==> config.mk <==
export PLATFORM = sky130hd
export DESIGN_NAME = counter_16_ctrl
export DESIGN_NICKNAME = d
export VERILOG_FILES = /design/src/rtl/counter_16_ctrl.sv
export SDC_FILE = /design/constraint.sdc
export NUM_CORES = 1
export LEC_CHECK = 0
export CORE_ASPECT_RATIO = 2
export CORE_UTILIZATION = 45
export DETAILED_ROUTE_END_ITERATION = 16
export PLACE_DENSITY_LB_ADDON = 0.3
export SYNTH_ARGS = -nofsm -noshare
export SYNTH_HDL_FRONTEND = slang
export SYNTH_SLANG_ARGS = --single-unit
==> constraint.sdc <==
create_clock -name CLK -period 3.8 [get_ports CLK]
set_clock_uncertainty 0.1 [all_clocks]
set_input_delay 0.57 -clock CLK [delete_from_list [all_inputs] [get_ports CLK]]
set_output_delay 0.57 -clock CLK [all_outputs]
set_load 0.02 [all_outputs]
==> src/rtl/counter_16_ctrl.sv <==
// -----------------------------------------------------------------------------
// counter_16_ctrl
//
// Purpose:
//   Arbitrates two requesters (A and B) for a shared 16-bit up/down counter
//   and sequences one counter operation per grant. Each operation is a
//   parallel load of the requester's preload value, followed by LEN cycles
//   of counting in the requester's mode, followed by a one-cycle completion
//   pulse back to the owner.
//
//   Sequence per operation:
//     IDLE --(any REQ)--> LOAD --> RUN x LEN --> DONE --> IDLE
//     LOAD goes straight to DONE when LEN is zero or the requested mode is
//     itself a parallel load (nothing meaningful to run).
//
//   Arbitration is round-robin. On a simultaneous request the requester that
//   was not served most recently wins; a lone requester always wins. After
//   reset, B is marked as last served, so A wins the first tie.
//
// Handshake:
//   REQ_x is a level request sampled only in IDLE. The grant is implicit: the
//   edge that leaves IDLE latches the winner's CMD/DATA/LEN and raises GNT_x
//   for LOAD, RUN and DONE. DONE_x pulses for exactly one cycle at the end.
//   Dropping REQ_x after the grant edge does not abort the operation; holding
//   it high after DONE_x requests another operation.
//
// Configuration:
//   COUNTER_CTRL_RCO_STOP_EN - when defined, RCO=1 during RUN ends the run
//   early (DONE follows on the next edge). When undefined, RCO is ignored and
//   RUN always lasts LEN cycles.
//
// Parameters:
//   DATA_W  width of the counter data bus (default 16)
//   CNT_W   width of the run-length fields (default 8)
//
// Ports:
//   CLK            in   1       clock, rising edge active
//   RESET          in   1       asynchronous, active-high reset
//   REQ_A, REQ_B   in   1       operation request from A / B
//   CMD_A, CMD_B   in   2       counter mode for the run phase
//   DATA_A, DATA_B in   DATA_W  preload value for the counter
//   LEN_A, LEN_B   in   CNT_W   run length in cycles
//   RCO            in   1       terminal-count flag from the counter
//   ENB            out  1       counter enable
//   MODO           out  2       counter mode: 00 up 1, 01 down 1,
//                               10 down 3, 11 parallel load of D
//   D              out  DATA_W  counter load data (valid in LOAD)
//   GNT_A, GNT_B   out  1       requester currently owns the counter
//   DONE_A, DONE_B out  1       one-cycle completion pulse
//   BUSY           out  1       FSM is not in IDLE
// -----------------------------------------------------------------------------
module counter_16_ctrl #(
  parameter int DATA_W = 16,
  parameter int CNT_W  = 8
) (
  input  logic              CLK,
  input  logic              RESET,
  input  logic              REQ_A,
  input  logic              REQ_B,
  input  logic [1:0]        CMD_A,
  input  logic [1:0]        CMD_B,
  input  logic [DATA_W-1:0] DATA_A,
  input  logic [DATA_W-1:0] DATA_B,
  input  logic [CNT_W-1:0]  LEN_A,
  input  logic [CNT_W-1:0]  LEN_B,
  input  logic              RCO,
  output logic              ENB,
  output logic [1:0]        MODO,
  output logic [DATA_W-1:0] D,
  output logic              GNT_A,
  output logic              GNT_B,
  output logic              DONE_A,
  output logic              DONE_B,
  output logic              BUSY
);

  // ---------------------------------------------------------------------------
  // Mode encoding driven onto MODO
  // ---------------------------------------------------------------------------
  localparam logic [1:0] MODE_UP1   = 2'b00;
  localparam logic [1:0] MODE_DOWN1 = 2'b01;
  localparam logic [1:0] MODE_DOWN3 = 2'b10;
  localparam logic [1:0] MODE_LOAD  = 2'b11;

  typedef enum logic [1:0] {
    S_IDLE = 2'b00,
    S_LOAD = 2'b01,
    S_RUN  = 2'b10,
    S_DONE = 2'b11
  } state_t;

  // ---------------------------------------------------------------------------
  // State
  // ---------------------------------------------------------------------------
  state_t             state_q;
  state_t             state_d;

  // Fields latched from the winning requester on the grant edge.
  logic [1:0]         cmd_q;
  logic [DATA_W-1:0]  data_q;

  // Remaining RUN cycles; loaded with LEN on the grant edge.
  logic [CNT_W-1:0]   cnt_q;

  // Owner of the current operation: 0 = A, 1 = B.
  logic               owner_b_q;

  // Round-robin pointer: 1 when B was served most recently.
  logic               last_b_q;

  // ---------------------------------------------------------------------------
  // Arbitration
  // ---------------------------------------------------------------------------
  logic               req_any;
  logic               pick_b;
  logic               grant_now;

  assign req_any = REQ_A | REQ_B;

  // B wins when it asks alone, or when both ask and A was served last.
  assign pick_b  = REQ_B & (~REQ_A | ~last_b_q);

  assign grant_now = (state_q == S_IDLE) & req_any;

  // ---------------------------------------------------------------------------
  // Early-stop source
  // ---------------------------------------------------------------------------
  logic               rco_stop;

`ifdef COUNTER_CTRL_RCO_STOP_EN
  assign rco_stop = RCO;
`else
  // RCO has no effect in this build; keep it visibly consumed.
  logic               rco_unused;
  assign rco_unused = RCO;
  assign rco_stop   = 1'b0;
`endif

  // ---------------------------------------------------------------------------
  // Decodes of the latched operation
  // ---------------------------------------------------------------------------
  logic               skip_run;
  logic               run_last;

  // Nothing to run for a zero length or for a load-only command.
  assign skip_run = (cnt_q == '0) | (cmd_q == MODE_LOAD);

  // The cycle in which RUN ends: last counted cycle, or early stop.
  assign run_last = (cnt_q == CNT_W'(1)) | rco_stop;

  // ---------------------------------------------------------------------------
  // State register
  // ---------------------------------------------------------------------------
  always_ff @(posedge CLK or posedge RESET) begin
    if (RESET) begin
      state_q <= S_IDLE;
    end else begin
      state_q <= state_d;
    end
  end

  // ---------------------------------------------------------------------------
  // Next-state logic
  // ---------------------------------------------------------------------------
  always_comb begin
    state_d = state_q;
    case (state_q)
      S_IDLE: begin
        if (req_any) begin
          state_d = S_LOAD;
        end
      end
      S_LOAD: begin
        if (skip_run) begin
          state_d = S_DONE;
        end else begin
          state_d = S_RUN;
        end
      end
      S_RUN: begin
        if (run_last) begin
          state_d = S_DONE;
        end
      end
      S_DONE: begin
        state_d = S_IDLE;
      end
      default: begin
        state_d = S_IDLE;
      end
    endcase
  end

  // ---------------------------------------------------------------------------
  // Latched request fields, run counter and round-robin pointer
  // ---------------------------------------------------------------------------
  always_ff @(posedge CLK or posedge RESET) begin
    if (RESET) begin
      cmd_q     <= MODE_UP1;
      data_q    <= '0;
      cnt_q     <= '0;
      owner_b_q <= 1'b0;
      last_b_q  <= 1'b1;
    end else begin
      if (grant_now) begin
        owner_b_q <= pick_b;
        last_b_q  <= pick_b;
        if (pick_b) begin
          cmd_q  <= CMD_B;
          data_q <= DATA_B;
          cnt_q  <= LEN_B;
        end else begin
          cmd_q  <= CMD_A;
          data_q <= DATA_A;
          cnt_q  <= LEN_A;
        end
      end else if ((state_q == S_RUN) && (cnt_q != '0)) begin
        cnt_q <= cnt_q - CNT_W'(1);
      end
    end
  end

  // ---------------------------------------------------------------------------
  // Outputs (decoded from the state register only, so they are glitch-free
  // with respect to the request inputs)
  // ---------------------------------------------------------------------------
  always_comb begin
    ENB    = 1'b0;
    MODO   = MODE_UP1;
    D      = '0;
    GNT_A  = 1'b0;
    GNT_B  = 1'b0;
    DONE_A = 1'b0;
    DONE_B = 1'b0;
    BUSY   = (state_q != S_IDLE);
    case (state_q)
      S_IDLE: begin
        // all outputs idle
      end
      S_LOAD: begin
        ENB   = 1'b1;
        MODO  = MODE_LOAD;
        D     = data_q;
        GNT_A = ~owner_b_q;
        GNT_B = owner_b_q;
      end
      S_RUN: begin
        ENB   = 1'b1;
        MODO  = cmd_q;
        GNT_A = ~owner_b_q;
        GNT_B = owner_b_q;
      end
      S_DONE: begin
        GNT_A  = ~owner_b_q;
        GNT_B  = owner_b_q;
        DONE_A = ~owner_b_q;
        DONE_B = owner_b_q;
      end
      default: begin
        BUSY = 1'b0;
      end
    endcase
  end

  // Mode constants that only appear as values of the latched command.
  logic mode_consts_unused;
  assign mode_consts_unused = ^{MODE_DOWN1, MODE_DOWN3};

endmodule

==> run metrics, run 1 <==
Setup crit end kind=output pin; gr ovfl total=0; Cell Rows=32; fmax=351.9 MHz; clk root buf=clkbuf_8; drt total wl=~4300 µm; final worst slack=0.9582 ns; cells after synthesis=194; Pint=0.5276 mW; slowest CP cell=clkdlybuf4s50_1; Num CTS Buffers=5; Area growth, synth to finish=53.03%; Overall Global Routing Usage=roughly 23%; Combinational Power Share=13.2%; Async SR Flop Fraction=100.0%; worst slew pin tran=0.7863 ns; count of input and output buffers=79; vias in the first global route=1723; leading area contributor after synthesis=dfrtp_1; Critical Path Fanout Max=19; hold path cells=2; Setup TNS Final=0 ns; mux cell area share after synthesis=between 10% and 20%; antenna cells=0; most common cell in the netlist=dfrtp_1; largest net degree at the start of global routing=31; syn_area_per_cell=9.255 µm²; Worst Path Required=between 3 and 4 ns; Die Area=4262 µm²; Worst EP arrival=2.17 ns; sequential cell area=752.0 µm²; EDFF count, synth=0; Synth Area in Simple Gates=18.54%; H-tree depth=2; Clock Sinks=30; Crit path max-delay family=buffers and inverters; Clock Latency Late Sink=0.27 ns; DRC=0; CTS resizes=0; total of max-cap violations=0; post-synth top area share=roughly two fifths; Placed Instances=317; Sw Share=between 20 and 25%; adder-cell area share of the yosys netlist=4.181%; pre-CTS setup slack=1.174 ns; global-route wire length before repair=7134 µm; Synth area leaders=dfrtp_1 40%, mux2i_1 11%, and2_1 5.9%; ratio of cells with drive above 1 in the final layout=6.204%; Commonest cells post-synth=29 x dfrtp_1, 22 x nand2_1, 20 x mux2i_1, 20 x o21ai_0, 17 x and2_1; Wirelength per Cell=13.16 µm; final instance area=2748 µm²; synth unique cells=34; status=finished clean; Yosys reg bits=30; Pwr Total=about 0.67 mW; maximum VDD drop=around 320 µV; Core Region=just under 4000 µm²; critical path depth in cells=5; chip width=around 47 µm; Die H=slightly above 90 µm; Nets=around 340; DRT met1 WL=between 1000 and 1500 µm; Syn Nets=257; clk slew on worst S/H paths=0.07 ns; Worst slew margin=47.10%; Top FF cell, synth=dfrtp_1; Pre-Repair DR Iteration Count=4; Post-CTS Hold Fix Bufs=0; Iter 0 DRT Violations=25; reg2reg start=state_q[0]$_DFFE_PP0P_; Post-DP Area=between 2000 and 3000 µm²; Seq/Total Area, Yosys=41.88%; top routing layer in use=met4; Mapped Area=1795 µm²; Reg power frac=between 40% and 50%; # IOs=a little over 80; met3 WL=242 µm; xor/xnor cell area share of the yosys netlist=1.463%; worst-path cell chain=inv_1 > ha_1 > a21oi_1 > nor2b_1 > clkdlybuf4s50_1; hold wc startpoint=data_q[3]$_DFFE_PP0P_; Hold WC Path Type=reg2reg; critical path type=reg2out; fin util=a little under three quarters; CTS tree=yes; Detail Placement HPWL=3275 µm; Hold Slack=0.3691 ns; Final Max Tran Viols=0; pwr/cell area=244.8 nW/µm²; vias per cell=5.191; multi-input combinational cell area=989.7 µm²; largest family of logic cells by synthesized area=compound AO/OA/AOI/OAI gates; final non-filler cell total=325; CP startpoint=state_q[1]$_DFFE_PP0P_; worst stage delay on the critical path=0.62 ns; number of fill cells=321; startpoint types=register; postcts setup bufs=0; Max clock buf depth=2; compound-gate portion of the synthesized area=18.54%; global placer's final weighted congestion=0.8502; Final ANT Viol Nets=0; synth warn=0; net load switching power=0.1450 mW; starting density of the core=46.71%; initial antenna violation count=0; vias after detailed routing=1687; # setup viols final=0; final worst-path cycle share=74.78%; met2 WL=2433 µm; Worst R2R Path Depth=5; CP Buf/Inv Count=2; Fin. Hold Viols=0; RSZ-0062 raised after global routing=no; Static Leak=1.168 nW; final worst path period need=2.842 ns; clock network fraction of total power=39.3%
[cell usage in the layout (no fill, tap or decap)]
| cell type | Yosys | layout |
|---|---|---|
| clkdlybuf4s50_1 | 0 | 79 |
| dfrtp_1 | 29 | 29 |
| nand2_1 | 22 | 22 |
| mux2i_1 | 20 | 20 |
| o21ai_0 | 20 | 20 |
| and2_1 | 17 | 17 |
| a21oi_1 | 12 | 12 |
| nor2b_1 | 11 | 11 |
| a211oi_1 | 9 | 9 |
| inv_1 | 8 | 8 |
| ha_1 | 6 | 6 |
| clkbuf_8 | 0 | 6 |
| nor2_1 | 4 | 4 |
| buf_4 | 1 | 4 |
| a31oi_1 | 3 | 3 |
| or4_1 | 2 | 2 |
| a22o_1 | 2 | 2 |
| xor2_1 | 2 | 2 |
| o21ai_4 | 0 | 1 |
| a21boi_4 | 0 | 1 |
| o41ai_2 | 1 | 1 |
| nor4_1 | 1 | 1 |
| nor3b_1 | 1 | 1 |
| a41oi_1 | 1 | 1 |
| a21boi_0 | 1 | 1 |
| xnor2_1 | 1 | 1 |
| a21o_1 | 1 | 1 |
| or4b_4 | 1 | 1 |
| or3_1 | 1 | 1 |
| a31o_2 | 1 | 1 |
| nand3_1 | 1 | 1 |
| o31ai_1 | 1 | 1 |
| nand4_1 | 1 | 1 |
| clkinv_2 | 0 | 1 |
| clkbuf_1 | 9 | 1 |
| dfstp_2 | 1 | 1 |
[final cells by class]
type | instances | area share (%)
multi-input cells | 145 | 36.02
repair buffers | 83 | 29.87
flip-flops and latches | 30 | 27.37
clock buffers | 7 | 3.142
well taps | 51 | 2.322
inverters | 8 | 1.093
clock inverters | 1 | 0.1821
[final timing paths]
| path | to | slack, ns |
|---|---|---|
| max in group asynchronous | last_b_q$_DFFE_PP1P_ | 2.72 |
| worst max register to register | cnt_q[7]$_DFFE_PP0P_ | 1.52 |
| min in group asynchronous | owner_b_q$_DFFE_PP0P_ | 0.57 |
| worst max-delay path | MODO[0] | 0.96 |
| worst min register to register | data_q[3]$_DFFE_PP0P_ | 0.37 |
| worst min-delay path | data_q[3]$_DFFE_PP0P_ | 0.37 |
[kinds of logic after synthesis]
group | count (synthesis)
AND/OR/NAND/NOR | 62
AO/OA/AOI/OAI | 54
flip-flops | 30
multiplexers | 20
buffers and inverters | 19
adder cells (fa/ha/maj) | 6
XOR/XNOR | 3
[sequential cells by signal, summed over array words and instances, names as in the netlist]
| register | flops |
|---|---|
| state_q | 2 |
| last_b_q | 1 |
| cmd_q | 2 |
| owner_b_q | 1 |
| cnt_q | 8 |
| data_q | 16 |
[layer usage]
metal / vias up / track usage [%]
li1: 834 / -
met1: 773 / 21.83
met2: 69 / 40.39
met3: 11 / 6.561
met4: 0 / 10.71
met5: - / 0
[tightest hold or removal path: cells and delay by family, from the launching register on]
family	cells	cell delay, ns
flip-flops	1	0.34
AO/OA/AOI/OAI	1	0.05
AND/OR/NAND/NOR	1	0.04
[power groups by stage]
stage | sequential [mW] | clock [mW] | combinational [mW]
6_report | 0.319 | 0.264 | 0.0891
3_5_place_dp | 0.325 | 0 | 0.0904
2_1_floorplan | 0.325 | 0 | 0.0265
3_3_place_gp | 0.325 | 0 | 0.0889
5_1_grt | 0.319 | 0.285 | 0.0976
4_1_cts | 0.319 | 0.271 | 0.0908
No activity file was read; power rests on OpenSTA's default activity.
==> run 2: changes to the inputs <==
--- a/config.mk
+++ b/config.mk
@@ -6,7 +6,7 @@
 export NUM_CORES = 1
 export LEC_CHECK = 0
 export CORE_ASPECT_RATIO = 2
-export CORE_UTILIZATION = 45
+export CORE_UTILIZATION = 38
 export DETAILED_ROUTE_END_ITERATION = 16
 export PLACE_DENSITY_LB_ADDON = 0.3
 export SYNTH_ARGS = -nofsm -noshare
==> constraint.sdc (replaced) <==
create_clock -name CLK -period 2.3 [get_ports CLK]
set_clock_uncertainty 0.1 [all_clocks]
set_input_delay 0.345 -clock CLK [delete_from_list [all_inputs] [get_ports CLK]]
set_output_delay 0.345 -clock CLK [all_outputs]
set_load 0.02 [all_outputs]
==> run metrics, run 2 (synthesized netlist as in run 1, its figures left out) <==
worst slew pin tran=0.4478 ns (-0.3385 ns); Worst slew margin=69.82% (+23 points); largest register by flop count=data_q; worst stage delay on the critical path=0.62 ns (about the same); fin util=61.35% (-10 points); Clock Sinks=30 (unchanged); Reg power frac=47.6% (about the same); Detail Placement HPWL=3288 µm (+0.38%); pwr/cell area=396.7 nW/µm² (+62%); Setup TNS Final=0 ns (unchanged); Max clock buf depth=2 (unchanged); DRC=0 (unchanged); Clock Latency Late Sink=0.29 ns (+0.02 ns); Final ANT Viol Nets=0 (unchanged); postcts setup bufs=0 (unchanged); gr ovfl total=0 (unchanged); vias per cell=5.021 (-3.3%); Sw Share=23.70% (+2.1 points); Area growth, synth to finish=55.61%; vias in the first global route=1598 (-7.3%); net load switching power=0.2627 mW (+81%); Static Leak=1.305 nW (+12%); worst-path cell chain=inv_1 > ha_1 > clkdlybuf4s50_1; Post-CTS Hold Fix Bufs=0 (unchanged); Pre-Repair DR Iteration Count=3 (-1); CP Buf/Inv Count=2 (unchanged); clk slew on worst S/H paths=0.07 ns (about the same); H-tree depth=2 (unchanged); global placer's final weighted congestion=0.8395 (-1.3%); vias after detailed routing=1682 (-0.30%); critical path type=reg2out; Pint=0.8457 mW (+60%); initial antenna violation count=0 (unchanged); Worst Path Required=1.86 ns (-1.27 ns); Setup crit end kind=output pin; status=finished clean; Worst EP arrival=1.77 ns (-0.40 ns); Die Area=5021 µm² (+18%); starting density of the core=39.42% (-7.3 points); final worst path period need=2.218 ns; CTS tree=yes; global-route wire length before repair=7245 µm (+1.6%); chip width=50.61 µm (+8.4%); drt total wl=4236 µm (-0.94%); Num CTS Buffers=5 (unchanged); Largest regs=data_q (16), cnt_q (8); startpoint types=register; Combinational Power Share=13.7% (+0.5 points); Hold WC Path Type=in2async; maximum VDD drop=331.9 µV (+3.8%); antenna cells=0 (unchanged); fmax=450.8 MHz; most frequent cells in the layout=58 x clkdlybuf4s50_1, 29 x dfrtp_1, 22 x nand2_1; ratio of cells with drive above 1 in the final layout=8.571% (+2.4 points); final worst-path cycle share=between 90% and 100%; Crit path max-delay family=buffers and inverters; max reg flops=16 (unchanged); # setup viols final=0 (unchanged); Overall Global Routing Usage=19.15% (-3.5 points); Final Max Tran Viols=0 (unchanged); clk root buf=clkbuf_8; sequential cell area=752.0 µm² (unchanged); Core Region=4554 µm² (+18%); slowest CP cell=clkdlybuf4s50_1; Nets=342 (+1.8%); RSZ-0062 raised after global routing=no; clock network fraction of total power=38.7% (-0.6 points); count of input and output buffers=79 (unchanged); Iter 0 DRT Violations=7 (-72%); most common cell after layout, fill and taps aside=clkdlybuf4s50_1; number of fill cells=413 (+29%); total of max-cap violations=0 (unchanged); Die H=99.21 µm (+8.6%); Wirelength per Cell=12.64 µm (-3.9%); Critical Path Fanout Max=5 (-14); # IOs=81 (unchanged); multi-input combinational cell area=989.7 µm² (unchanged); Fin. Hold Viols=0 (unchanged); Cell Rows=35 (+9.4%); largest net degree at the start of global routing=34 (+9.7%)
-- run 2: changes by cell type in the layout (fill, tap and decap cells not counted), moves of 3 or more --
cell / change
clkdlybuf4s50_1: -21
dlymetal6s2s_1: +3
dlygate4sd2_1: +18
buf_4: +5
-- run 2: final timing paths --
check / from / to / slack (ns) / depth (start not counted)
max in group asynchronous: RESET / last_b_q$_DFFE_PP1P_ / 1.46 / 3
min in group CLK: data_q[14]$_DFFE_PP0P_ / data_q[14]$_DFFE_PP0P_ / 0.37 / 2
worst max-delay path: state_q[0]$_DFFE_PP0P_ / ENB / 0.08 / 3
worst max register to register: state_q[0]$_DFFE_PP0P_ / cnt_q[5]$_DFFE_PP0P_ / 0.19 / 6
worst min-delay path: RESET / data_q[13]$_DFFE_PP0P_ / 0.32 / 3
worst min register to register: data_q[14]$_DFFE_PP0P_ / data_q[14]$_DFFE_PP0P_ / 0.37 / 2
-- run 2: power by group through the flow --
stage	combinational [mW]	clock, mW	sequential [mW]
after floorplan	0.0438	0	0.537
after global placement	0.152	0	0.537
after detailed placement	0.154	0	0.537
after CTS	0.155	0.439	0.527
after global routing	0.164	0.461	0.527
final	0.152	0.429	0.528
-- run 2: cell type report --
cell class              instances  share of cell area (%)
repair buffers                 89                   30.90
multi-input cells             145                   35.42
clock buffers                   5                   2.463
flip-flops and latches         30                   26.91
inverters                       8                   1.075
well taps                      55                   2.463
clock inverters                 3                  0.7613
-- run 2: worst min-delay path, stage by stage --
cell,delay [ns]
clkdlybuf4s50_1,0.39
inv_1,0.05
buf_4,0.35
-- run 2: what timing repair did --
item                                   in CTS  in global routing
endpoints found under the hold margin       0                  0
setup endpoints to repair                  18                  3
gates resized for setup                    18                  3
gates cloned                                0                  0
-- run 2: through the flow --
stage                     hold slack (ns)  power [mW]  cell area, µm²  worst slack [ns]  instances
after floorplan                    0.3180      0.5812            1795            0.2605        194
after global placement             0.3527      0.6895            2719            0.2185        327
after detailed placement           0.3622      0.6918            2719            0.1899        327
after CTS                          0.3419       1.121            2786           0.03933        335
after global routing               0.3976       1.152            2794           0.02363        335
final                              0.3231       1.108            2794           0.08150        335
-- run 2: routing by layer --
metal  global-route usage (%)  vias to the layer above  part of all wire [%]
met5                        0                        -                     0
met4                    9.188                        0                   1.9
met3                    4.893                        7                   5.0
met2                    34.56                       46                    56
met1                    19.81                      782                    37
li1                         -                      847                     -
